**src/rtl/alu_seq_param.sv**
```systemverilog
// Parametrised multi-cycle ALU: single-step ops finish on the accept edge, while MUL (shift-add)
// and DIVMOD (restoring divide) iterate one bit per cycle. Valid/ready on both sides.
module alu_seq_param #(
  parameter int WIDTH = 8
) (
  input  logic                 clk,
  input  logic                 rst,
  input  logic                 in_valid,
  output logic                 in_ready,
  input  logic [3:0]           opcode,
  input  logic [WIDTH-1:0]     operand_a,
  input  logic [WIDTH-1:0]     operand_b,
  output logic                 out_valid,
  input  logic                 out_ready,
  output logic [2*WIDTH-1:0]   alu_out,
  output logic                 cout,
  output logic                 bout,
  output logic                 zero,
  output logic                 div_zero
);

  localparam int CW = $clog2(WIDTH + 1);

  typedef enum logic [1:0] {S_IDLE, S_EXEC, S_DONE} state_e;

  typedef enum logic [3:0] {
    OP_ADD  = 4'h0, OP_SUB  = 4'h1, OP_MUL  = 4'h2, OP_DIV  = 4'h3,
    OP_SHL  = 4'h4, OP_SHR  = 4'h5, OP_ASR  = 4'h6, OP_NOT  = 4'h7,
    OP_OR   = 4'h8, OP_AND  = 4'h9, OP_XOR  = 4'hA, OP_NOR  = 4'hB,
    OP_NAND = 4'hC, OP_XNOR = 4'hD, OP_GT   = 4'hE, OP_EQ   = 4'hF
  } op_e;

  state_e               state_q, state_d;
  logic                 is_mul_q, is_mul_d;
  logic [WIDTH-1:0]     a_q, a_d;      // multiplier (MUL) or dividend shifting into quotient (DIVMOD)
  logic [WIDTH-1:0]     b_q, b_d;      // divisor
  logic [WIDTH-1:0]     rem_q, rem_d;
  logic [2*WIDTH-1:0]   sh_q, sh_d;    // multiplicand, shifted left each iteration
  logic [2*WIDTH-1:0]   acc_q, acc_d;
  logic [CW-1:0]        cnt_q, cnt_d;
  logic [2*WIDTH-1:0]   res_q, res_d;
  logic                 cout_q, cout_d, bout_q, bout_d, zero_q, zero_d, dz_q, dz_d;

  // Single-step datapath, evaluated directly from the input operands on the accept cycle.
  logic [WIDTH:0]       sum, diff;
  logic [2*WIDTH-1:0]   ss_res;
  logic                 ss_cout, ss_bout, ss_dz;

  function automatic logic [2*WIDTH-1:0] zext(input logic [WIDTH-1:0] v);
    return {{WIDTH{1'b0}}, v};
  endfunction

  assign sum  = {1'b0, operand_a} + {1'b0, operand_b};
  assign diff = {1'b0, operand_a} - {1'b0, operand_b};

  // NOTE: every always_comb output gets a default first so no path can infer a latch.
  always_comb begin
    ss_res  = '0;
    ss_cout = 1'b0;
    ss_bout = 1'b0;
    ss_dz   = 1'b0;
    case (op_e'(opcode))
      OP_ADD:  begin ss_res = zext(sum[WIDTH-1:0]);  ss_cout = sum[WIDTH];  end
      OP_SUB:  begin ss_res = zext(diff[WIDTH-1:0]); ss_bout = diff[WIDTH]; end
      OP_DIV:  ss_dz = (operand_b == '0);
      OP_SHL:  ss_res = zext({operand_a[WIDTH-2:0], 1'b0});
      OP_SHR:  ss_res = zext({1'b0, operand_a[WIDTH-1:1]});
      OP_ASR:  ss_res = {{(WIDTH+1){operand_a[WIDTH-1]}}, operand_a[WIDTH-1:1]};
      OP_NOT:  ss_res = zext(~operand_a);
      OP_OR:   ss_res = zext(operand_a | operand_b);
      OP_AND:  ss_res = zext(operand_a & operand_b);
      OP_XOR:  ss_res = zext(operand_a ^ operand_b);
      OP_NOR:  ss_res = zext(~(operand_a | operand_b));
      OP_NAND: ss_res = zext(~(operand_a & operand_b));
      OP_XNOR: ss_res = zext(~(operand_a ^ operand_b));
      OP_GT:   ss_res = zext(WIDTH'(operand_a > operand_b));
      OP_EQ:   ss_res = zext(WIDTH'(operand_a == operand_b));
      default: ss_res = '0;
    endcase
  end

  // One iteration of shift-add multiply and restoring divide.
  logic [2*WIDTH-1:0]   mul_acc_nx, fin_res;
  logic [WIDTH:0]       div_trial;
  logic                 div_fit;
  logic [WIDTH-1:0]     div_rem_nx, div_q_nx;

  assign mul_acc_nx = a_q[0] ? acc_q + sh_q : acc_q;
  assign div_trial  = {rem_q, a_q[WIDTH-1]} - {1'b0, b_q};
  assign div_fit    = ~div_trial[WIDTH];
  assign div_rem_nx = div_fit ? div_trial[WIDTH-1:0] : {rem_q[WIDTH-2:0], a_q[WIDTH-1]};
  assign div_q_nx   = {a_q[WIDTH-2:0], div_fit};
  assign fin_res    = is_mul_q ? mul_acc_nx : {div_q_nx, div_rem_nx};

  always_comb begin
    state_d  = state_q;
    is_mul_d = is_mul_q;
    a_d      = a_q;
    b_d      = b_q;
    rem_d    = rem_q;
    sh_d     = sh_q;
    acc_d    = acc_q;
    cnt_d    = cnt_q;
    res_d    = res_q;
    cout_d   = cout_q;
    bout_d   = bout_q;
    zero_d   = zero_q;
    dz_d     = dz_q;
    case (state_q)
      S_IDLE: begin
        if (in_valid) begin
          a_d   = operand_a;
          b_d   = operand_b;
          cnt_d = '0;
          if (op_e'(opcode) == OP_MUL) begin
            is_mul_d = 1'b1;
            sh_d     = zext(operand_b);
            acc_d    = '0;
            state_d  = S_EXEC;
          end else if (op_e'(opcode) == OP_DIV && operand_b != '0) begin
            is_mul_d = 1'b0;
            rem_d    = '0;
            state_d  = S_EXEC;
          end else begin
            res_d   = ss_res;
            cout_d  = ss_cout;
            bout_d  = ss_bout;
            dz_d    = ss_dz;
            zero_d  = (ss_res == '0);
            state_d = S_DONE;
          end
        end
      end
      S_EXEC: begin
        cnt_d = cnt_q + CW'(1);
        if (is_mul_q) begin
          acc_d = mul_acc_nx;
          sh_d  = {sh_q[2*WIDTH-2:0], 1'b0};
          a_d   = {1'b0, a_q[WIDTH-1:1]};
        end else begin
          rem_d = div_rem_nx;
          a_d   = div_q_nx;
        end
        if (cnt_q == CW'(WIDTH - 1)) begin
          res_d   = fin_res;
          cout_d  = 1'b0;
          bout_d  = 1'b0;
          dz_d    = 1'b0;
          zero_d  = (fin_res == '0);
          state_d = S_DONE;
        end
      end
      S_DONE: begin
        if (out_ready) state_d = S_IDLE;
      end
      default: state_d = S_IDLE;
    endcase
  end

  // NOTE: state registers use non-blocking assignments so every flop samples pre-edge values.
  always_ff @(posedge clk or posedge rst) begin
    if (rst) begin
      state_q  <= S_IDLE;
      is_mul_q <= 1'b0;
      a_q      <= '0;
      b_q      <= '0;
      rem_q    <= '0;
      sh_q     <= '0;
      acc_q    <= '0;
      cnt_q    <= '0;
      res_q    <= '0;
      cout_q   <= 1'b0;
      bout_q   <= 1'b0;
      zero_q   <= 1'b0;
      dz_q     <= 1'b0;
    end else begin
      state_q  <= state_d;
      is_mul_q <= is_mul_d;
      a_q      <= a_d;
      b_q      <= b_d;
      rem_q    <= rem_d;
      sh_q     <= sh_d;
      acc_q    <= acc_d;
      cnt_q    <= cnt_d;
      res_q    <= res_d;
      cout_q   <= cout_d;
      bout_q   <= bout_d;
      zero_q   <= zero_d;
      dz_q     <= dz_d;
    end
  end

  assign in_ready  = (state_q == S_IDLE);
  assign out_valid = (state_q == S_DONE);
  assign alu_out   = res_q;
  assign cout      = cout_q;
  assign bout      = bout_q;
  assign zero      = zero_q;
  assign div_zero  = dz_q;

endmodule
```
**config.mk**
```make
export PLATFORM = sky130hd
export DESIGN_NAME = alu_seq_param
export DESIGN_NICKNAME = d
export VERILOG_FILES = /design/src/rtl/alu_seq_param.sv
export SDC_FILE = /design/constraint.sdc
export NUM_CORES = 1
export LEC_CHECK = 0
export CORE_ASPECT_RATIO = 0.9
export CORE_MARGIN = 2
export CORE_UTILIZATION = 55
export CTS_BUF_LIST = sky130_fd_sc_hd__clkbuf_4 sky130_fd_sc_hd__clkbuf_8
export CTS_CLUSTER_DIAMETER = 60
export DETAILED_ROUTE_END_ITERATION = 7
export GPL_ROUTABILITY_DRIVEN = 0
export GPL_TIMING_DRIVEN = 0
export HOLD_SLACK_MARGIN = 0.1
export MAX_ROUTING_LAYER = met4
export PLACE_DENSITY = 0.81
export RECOVER_POWER = 100
export SKIP_LAST_GASP = 1
export SLEW_MARGIN = 20
export SYNTH_ARGS = -nofsm -noshare
export SYNTH_HDL_FRONTEND = slang
export SYNTH_SLANG_ARGS = --single-unit
```
**constraint.sdc**
```tcl
create_clock -name clk -period 3.76 [get_ports clk]
set_clock_uncertainty 0.05 [all_clocks]
set_input_delay 0.752 -clock clk [delete_from_list [all_inputs] [get_ports clk]]
set_output_delay 0.752 -clock clk [all_outputs]
set_load 0.1 [all_outputs]
```
### Yosys cells after proc, flatten, opt, wreduce, memory -nomap -nowiden

Cells that the tools add are included.

| word-level totals | value |
|---|---|
| input port bits | 24 |
| logic and storage cells | 127 |
| bits in registers | 83 |

| cells by class | value |
|---|---|
| $add $sub $neg | 5 |
| bitwise operators | 8 |
| reduce and logical (&&, ||, !) cells | 16 |
| multiplexer cells | 56 |
| eq/ne operators | 28 |
| $lt $le $gt $ge | 1 |

Operator list:

| cell | count |
|---|---|
| 16-bit case mux with 14 select lines | 1 |
| 16-bit two-way mux | 12 |
| 16-bit case mux with 2 select lines | 3 |
| 8-bit two-way mux | 7 |
| 4-bit == test, second input constant | 8 |
| 16-bit logical NOT | 2 |
| 8-bit NOT | 4 |
| 8-bit case mux with 2 select lines | 2 |
| 4-bit by 3-bit == test with 1-bit output, second input constant | 5 |
| 1-bit two-way mux | 19 |
| 16-bit adder | 1 |
| 2-bit inequality test, second input constant | 6 |
| 2-bit two-way mux | 5 |
| 5-bit AND reduction | 2 |
| 8-bit by 8-bit adder with 9-bit output | 1 |
| 8-bit by 8-bit subtractor with 9-bit output | 1 |
| 9-bit by 8-bit subtractor with 9-bit output | 1 |
| 8-bit AND | 1 |
| 4-bit by 2-bit == test with 1-bit output, second input constant | 2 |
| 8-bit == test | 1 |
| 8-bit > comparator | 1 |
| 8-bit logical NOT | 1 |
| 8-bit OR | 1 |
| 1-bit case mux with 2 select lines | 4 |
| other kinds (18) | 23 |

### Logic depth before layout (Yosys ltp)

Gate-level depths: netlist of run 1.

| logic depth | value |
|---|---|
| word-level depth | 8 |
| gate-level depth with buffers | 14 |

### Worst setup path after synthesis of run 1

OpenSTA, ideal clock, no wires.

| timing path | value |
|---|---|
| path type | reg2reg |
| from | reg state_q[0] |
| to | reg zero_q (netlist: zero) |
| arrival | 3.277 ns |
| path slack | 0.341 ns |
| cell stages (with the launch flop) | 8 |
| clock period less this slack | 3.419 ns |
| cells stage by stage | dfrtp_1 > nor2_1 > nand2_1 > o22ai_1 > nand2_1 > and4b_1 > nand4b_1 > o31ai_2 |

| between the ends | value |
|---|---|
| cells in the longest elaborated chain, start to end | 3 |
| elaborated cells on any way between the ends | 9 |

RTL lines:

| element | line | source |
|---|---|---|
| from (decl) | 33 | `state_e state_q, state_d;` |
| from (signal assigned) | 177 | `state_q <= state_d;` |
| 2-bit logical NOT (*) | -- |  |
| via in_ready | 9 | `output logic in_ready,` |
| 2-bit inequality test (no line) / 2-bit nonzero test (equally long branches) | -- |  |
| 5-bit AND reduction (no line) | -- |  |
| to (signal assigned) | 188 | `zero_q <= zero_d;` |
| to (decl) | 42 | `logic cout_q, cout_d, bout_q, bout_d, zero_q, zero_d, dz_q, dz_d;` |

Mark *: on every way through the listed nets, which the timed path passes. The rest lies on a longest branch.
A chain may end at the register's enable or synchronous reset.

### Final worst setup path of run 1

| timing path | value |
|---|---|
| from | in operand_a[2] |
| to | reg zero_q (netlist: zero) |

| between the ends | value |
|---|---|
| cells in the longest elaborated chain, start to end | 8 |
| elaborated cells on any way between the ends | 17 |

RTL lines:

| element | line | source |
|---|---|---|
| from (decl) | 11 | `input logic [WIDTH-1:0] operand_a,` |
| parallel branches: the longest is 2 deep, another holds 8-bit by 8-bit subtractor with 9-bit output | -- |  |
| 16-bit case mux with 14 select lines (*) | 62 | `case (op_e'(opcode))` |
| 16-bit logical NOT (*) | 129 | `zero_d = (ss_res == '0);` |
| 1-bit two-way mux (*) | 120 | `end else if (op_e'(opcode) == OP_DIV && operand_b != '0) begin` |
| 1-bit two-way mux (*) | 115 | `if (op_e'(opcode) == OP_MUL) begin` |
| 1-bit two-way mux (*) | 111 | `if (in_valid) begin` |
| 1-bit case mux with 2 select lines (*) | 109 | `case (state_q)` |

Every way passes the cells marked *. The select of a mux whose other input is x is not followed.

==> metrics.yaml, run 1 <==
synthesis:
  async_flop_share_pct: 100
  synth-seq-cells: 83
  syn_avg_cell_area_um2: 8.22
  yosysTopAreaCellShare_pct: 31.3
  synth_top_cell_by_area: "dfrtp_1"
  netlist_instances: 808
  synth.area.top_cells: "dfrtp_1 (31%), ha_1 (9.2%), nand2_1 (5.7%)"
  synth_edf_count: 0
  synth-seq-area-share_pct: 31.3
  syn_area_um2: 6640
  synth.net_count: 885
  synthDistinctLibCells: 77
  yosysWarnings: 0
  synthFlopType: "dfrtp_1"
floorplanning:
  num_rows: 38
  core_area_um2: 11900
  start_util_pct: 55.6
  io_pins: 46
  die_area_um2: 13000
  die_w_um: 120
  die_y_um: 108
final_layout:
  final_common_cell: "nand2_1"
  drive_gt1_share_pct: 7.00
  layout_common_cells: "nand2_1 (100), dfrtp_1 (83), nor2_1 (73)"
  design_area_um2: 7590
  final_core_utilization_pct: 63.6
  diodes: 0
  nets: 945
  n_fill_cell: 1023
  area_growth_pct: 14.3
clock_tree:
  clock_latency_ns: 0.38
  cts_tree: "built"
  numCtsBuffers: 9
  clkSinkCount: 83
  cts_hold_buf: 0
  cts_max_level: 3
  ctsRootBufferMaster: "clkbuf_8"
  cts_buffer_depth: 2
  path_clk_slew_ns: 0.08
drt:
  firstDrtPassIters: 5
  num_vias: 6676
  detail_route.wl_per_cell_um: 19.3
  viasPerCell: 6.47
  drt_wl_total_um: 19900
  drc: 0
  ant_nets: 0
  drt_iter0_drc: 842
grt:
  grt_max_degree: 52
  grt_pass1_vias: 6115
  grt_usage_pct: 32.4
  antenna_found_initial: 0
  grt_pass1_wl_um: 31800
  grt-ovfl-total: 0
flow_run:
  max-cap-violations: 1
setup_path:
  path_cells: "clkdlybuf4s50_1 > inv_1 > ha_1 > clkbuf_4 > nor3_4 > nand2b_1 > nand2_1 > o311ai_0 > a221oi_2 > buf_4 > or3b_2 > o41a_1 > o31ai_2"
  setup.worst_path.end_class: "flip-flop"
  required_ns: 3.99
  cp_max_fo: 9
  critPathBufInv: 4
  cpMaxStageDelayCell: "clkdlybuf4s50_1"
  critPathLaunchType: "input port"
  max_stage_delay_ns: 0.56
  worstSetupPathType: "input port to flip-flop"
  cp_top_family: "buffers and inverters"
  critPathArrivalTime_ns: 3.94
sta:
  worst_slew_pin_slew_ns: 1.96
  finalHoldViolCount: 0
  rsz0062_at_grt: "no"
  final_max_slew_viol_count: 52
  relSlewSlack_pct: -30.6
  period_needed_ns: 3.71
  finalSetupViolCount: 0
  fin_crit_sh_pct: 98.6
  fmax_mhz: 270
power:
  powerDensity_nw_per_um2: 682
  power_mw: 5.18
  peakVddDrop_mv: 0.442
  p_leak_nw: 3.53
placement:
  post_dp_cell_area_um2: 7310
  io_buffers: 45
  hpwl_um: 15100
status:
  violations: "max-capacitance violations, max-slew violations"
  status: "finished with violations"
worst_hold_path:
  min_path_type: "flip-flop to flip-flop"
==> per-stage QoR <==
stage	hold slack, ns	cells	worst slack (ns)	TNS, ns
CTS	0.428	1030	0.00138	0
global placement	0.411	1013	-0.806	-50.51
floorplan	0.393	808	0.341	0
global route	0.470	1032	0.00948	0
finish	0.430	1032	0.0527	0
detailed placement	0.423	1014	-0.972	-1.66
==> cells by family after synthesis <==
family                     share of synthesized area (%)
AOI/OAI and AO/OA                                   28.0
adders and majority gates                           10.4
DFF                                                 31.3
buffers and inverters                               4.92
muxes                                               3.86
and+or+nand+nor                                     17.9
xor gates and xnor gates                            3.54
==> registers in the layout, indices dropped and copies added (netlist names) <==
register	flops
rem_q	8
alu_out	16
zero	1
bout	1
a_q	8
b_q	8
sh_q	16
is_mul_q	1
state_q	2
cout	1
cnt_q	4
div_zero	1
acc_q	16
==> final cells by class <==
cell class	count	area, µm²	area share (%)
Buffer	42	175	2.31
Clock buffer	13	166	2.19
Clock inverter	2	35.0	0.461
Inverter	40	150	1.98
Multi-Input combinational cell	641	4300	56.6
Sequential cell	83	2080	27.4
Tap cell	160	200	2.64
Timing Repair Buffer	51	492	6.48
==> synthesized netlist by cell type (all sizes together), types with 17 or more instances <==
cell / count
a22o: 20
inv: 39
nor2: 74
nor2b: 17
nand2: 100
clkbuf: 29
mux2i: 20
ha: 49
dfrtp: 83
o21ai: 71
a21oi: 60
==> repair_timing <==
item,4_1_cts,5_1_grt
gates resized for setup,6,21
endpoints found under the setup margin,2,1
setup buffers,2,3
pin swaps,1,1
hold endpoints to repair,0,0
==> power breakdown <==
group / switching [mW] / internal (mW) / leakage (nW)
logic: 2.08 / 1.06 / 2.33
clock network: 0.334 / 0.354 / 0.106
registers: 0.205 / 1.15 / 1.08
==> layer usage <==
layer,GRT usage (%),wire length [µm]
met4,11.3,678
met2,48.1,8650
met1,43.1,8480
met3,8.39,2130
met5,-,0
==> final timing paths <==
kind / startpoint / cells past startpoint / end / slack [ns]
max in group asynchronous: rst / 3 / sh_q[3] / 0.53
max reg2reg: sh_q[0] / 11 / zero / 0.11
min: state_q[1] / 1 / state_q[0] / 0.43
max: operand_a[2] / 13 / zero / 0.05
min reg2reg: state_q[1] / 1 / state_q[0] / 0.43
min in group asynchronous: rst / 2 / alu_out[6] / 1.41
(Power assumes the default switching activity.)
==> run 2: changes to the inputs <==
--- a/config.mk
+++ b/config.mk
@@ -6,7 +6,7 @@
 export NUM_CORES = 1
 export LEC_CHECK = 0
 export CORE_ASPECT_RATIO = 0.9
-export CORE_MARGIN = 2
+export CORE_MARGIN = 1
 export CORE_UTILIZATION = 55
 export CTS_BUF_LIST = sky130_fd_sc_hd__clkbuf_4 sky130_fd_sc_hd__clkbuf_8
 export CTS_CLUSTER_DIAMETER = 60
==> metrics.yaml, run 2 (synthesis gave the netlist of run 1 again) <==
clock_tree:
  ctsRootBufferMaster: "clkbuf_8"
  path_clk_slew_ns: 0.09  # about the same
  cts_max_level: 3  # unchanged
  numCtsBuffers: 9  # unchanged
  clkSinkCount: 83  # unchanged
  clock_latency_ns: 0.37  # about the same
  cts_hold_buf: 0  # unchanged
  cts_tree: "built"
  cts_buffer_depth: 2  # unchanged
placement:
  hpwl_um: 15800  # +4.8%
  io_buffers: 45  # unchanged
  dpl_worst_slack_ns: -0.806  # +0.166 ns
  post_dp_cell_area_um2: 7320  # about the same
  place_inst: 1010  # -0.39%
final_layout:
  design_area_um2: 7630  # +0.49%
  final_common_cell: "nand2_1"
  drive_gt1_share_pct: 7.34  # +0.34 points
  diodes: 0  # unchanged
  nets: 944  # -0.11%
  n_fill_cell: 927  # -9.4%
  fin_cells: 1028  # -0.39%
  area_growth_pct: 14.9
  layout_common_cells: "nand2_1 (100), dfrtp_1 (83), nor2_1 (73)"
setup_path:
  rr_endpoint: "zero"
  required_ns: 3.99  # about the same
  timing.rr.start: "a_q[7]"
  critPathBufInv: 3  # -1
  cp_top_family: "compound AO/OA/AOI/OAI gates"
  worstSetupPathType: "input port to flip-flop"
  critPathArrivalTime_ns: 3.97  # +0.03 ns
  critPathLaunchType: "input port"
  setup.worst_path.end_class: "flip-flop"
  rrSetupSlack_ns: 0.17  # +0.06 ns
  cpMaxStageDelayCell: "a221oi_1"
  crit_path_start: "opcode[2]"
  max_stage_delay_ns: 0.68  # +0.12 ns
  endpoint: "zero"
  path_depth: 10  # -3
  path_cells: "dlygate4sd3_1 > buf_2 > buf_1 > o21ai_0 > nand3b_1 > o211ai_1 > a221oi_1 > nand4b_1 > o41a_1 > o31ai_2"
  rr_worst_depth: 14  # +3
  cp_max_fo: 10  # +1
power:
  p_leak_nw: 3.54  # +0.52%
  powerDensity_nw_per_um2: 692  # +1.5%
  power_mw: 5.28  # +2.0%
  peakVddDrop_mv: 0.382  # -14%
drt:
  drc: 0  # unchanged
  ant_nets: 0  # unchanged
  viasPerCell: 6.66  # +3.0%
  drt_wl_total_um: 20900  # +4.9%
  drt_iter0_drc: 729  # -13%
  num_vias: 6850  # +2.6%
  firstDrtPassIters: 6  # +1
  detail_route.wl_per_cell_um: 20.4  # +5.3%
sta:
  fmax_mhz: 267  # -0.88%
  fin_ws_ns: 0.0197  # -0.0330 ns
  period_needed_ns: 3.74  # +0.0330 ns
  finalHoldViolCount: 0  # unchanged
  worst_slew_pin_slew_ns: 1.63  # -0.323 ns
  relSlewSlack_pct: -10.1  # +20 points
  final_max_slew_viol_count: 46  # -12%
  fin_crit_sh_pct: 99.5  # +0.88 points
  finalSetupViolCount: 0  # unchanged
floorplanning:
  die_area_um2: 12500  # -3.5%
  num_rows: 37  # -2.6%
  core_area_um2: 11600  # -3.0%
  io_pins: 46  # unchanged
  start_util_pct: 57.4  # +1.7 points
  die_y_um: 106  # -1.8%
  die_w_um: 118  # -1.7%
status:
  status: "finished with violations"
  violations: "max-capacitance violations, max-slew violations"
grt:
  top_usage_layer: "met2"
  use_met2_pct: 51.0  # +2.8 points
  grt_pass1_wl_um: 33200  # +4.3%
  grtUsageMet1_pct: 44.4  # +1.4 points
  grt_max_degree: 51  # -1.9%
  antenna_found_initial: 0  # unchanged
  grtUsageMet3_pct: 9.66  # +1.3 points
  grt-ovfl-total: 0  # unchanged
  grt_usage_pct: 34.7  # +2.3 points
  grt_pass1_vias: 6520  # +6.6%
worst_hold_path:
  min_path_type: "flip-flop to flip-flop"
  hold_depth: 1  # unchanged
flow_run:
  max-cap-violations: 2  # +1
run 2: cell types whose count changed in the layout (fill, tap and decap cells not counted), moves of 2 or more:
cell,previous run,this run
dlymetal6s2s_1,2,5
clkbuf_2,3,1
clkbuf_4,5,3
clkdlybuf4s50_1,14,12
clkinvlp_4,0,2
inv_1,39,37
run 2: worst min-delay path by stage:
| stage | slack (ns) | endpoint | start |
|---|---|---|---|
| 6_report | 0.42 | state_q[0] | state_q[1] |
| 5_1_grt | 0.44 | state_q[0] | state_q[1] |
| 4_1_cts | 0.42 | state_q[0] | state_q[1] |
| 3_5_place_dp | 0.42 | state_q[0] | state_q[1] |
| 3_3_place_gp | 0.41 | state_q[0] | state_q[1] |
| 2_1_floorplan | 0.39 | state_q[0] | state_q[1] |
run 2: final cells by class:
| type | instances | area [µm²] | area share, % |
|---|---|---|---|
| flip-flops and latches | 83 | 2080 | 27.2 |
| plain buffers | 42 | 178 | 2.33 |
| multi-input cells | 641 | 4310 | 56.4 |
| inverters | 40 | 151 | 1.98 |
| clock buffers | 10 | 138 | 1.80 |
| clock inverters | 6 | 88.8 | 1.16 |
| repair buffers | 50 | 497 | 6.51 |
| well taps | 156 | 195 | 2.56 |
run 2: metal layers:
| metal | wire, µm | part of all wire, % | vias to the layer above |
|---|---|---|---|
| li1 | - | - | 3049 |
| met1 | 8610 | 41 | 3250 |
| met2 | 9040 | 43 | 449 |
| met3 | 2300 | 11 | 102 |
| met4 | 973 | 4.7 | 0 |
| met5 | 0 | 0 | - |
run 2: worst register-to-register path, stage by stage, from the launching register on:
cell and delay [ns]:
dfrtp_1 0.44, inv_1 0.08, ha_1 0.15, inv_1 0.05, fa_1 0.41, a21o_1 0.19, a22oi_1 0.25, a21oi_1 0.16
xnor2_2 0.25, buf_4 0.17, nor3b_1 0.24, o21ai_0 0.14, mux2_2 0.29, a2111o_1 0.42, o31ai_2 0.21
run 2: timing repair:
action	4_1_cts	5_1_grt
pin swaps	1	2
buffers inserted	1	3
setup endpoints to repair	1	1
gates cloned	0	0
gates resized for setup	7	27
run 2: through the flow:
step / setup TNS, ns / utilization (%) / hold WS [ns]
after global placement: -39.31 / 63.0 / 0.410
final: 0 / 65.9 / 0.420
after global routing: -0.00165 / 65.9 / 0.444
after detailed placement: -1.41 / 63.2 / 0.420
after CTS: 0 / 65.2 / 0.422
after floorplan: 0 / - / 0.393
run 2: power by group:
group	switching [mW]	internal [mW]
clock network	0.344	0.392
registers	0.215	1.15
logic	2.13	1.05
total	2.69	2.59
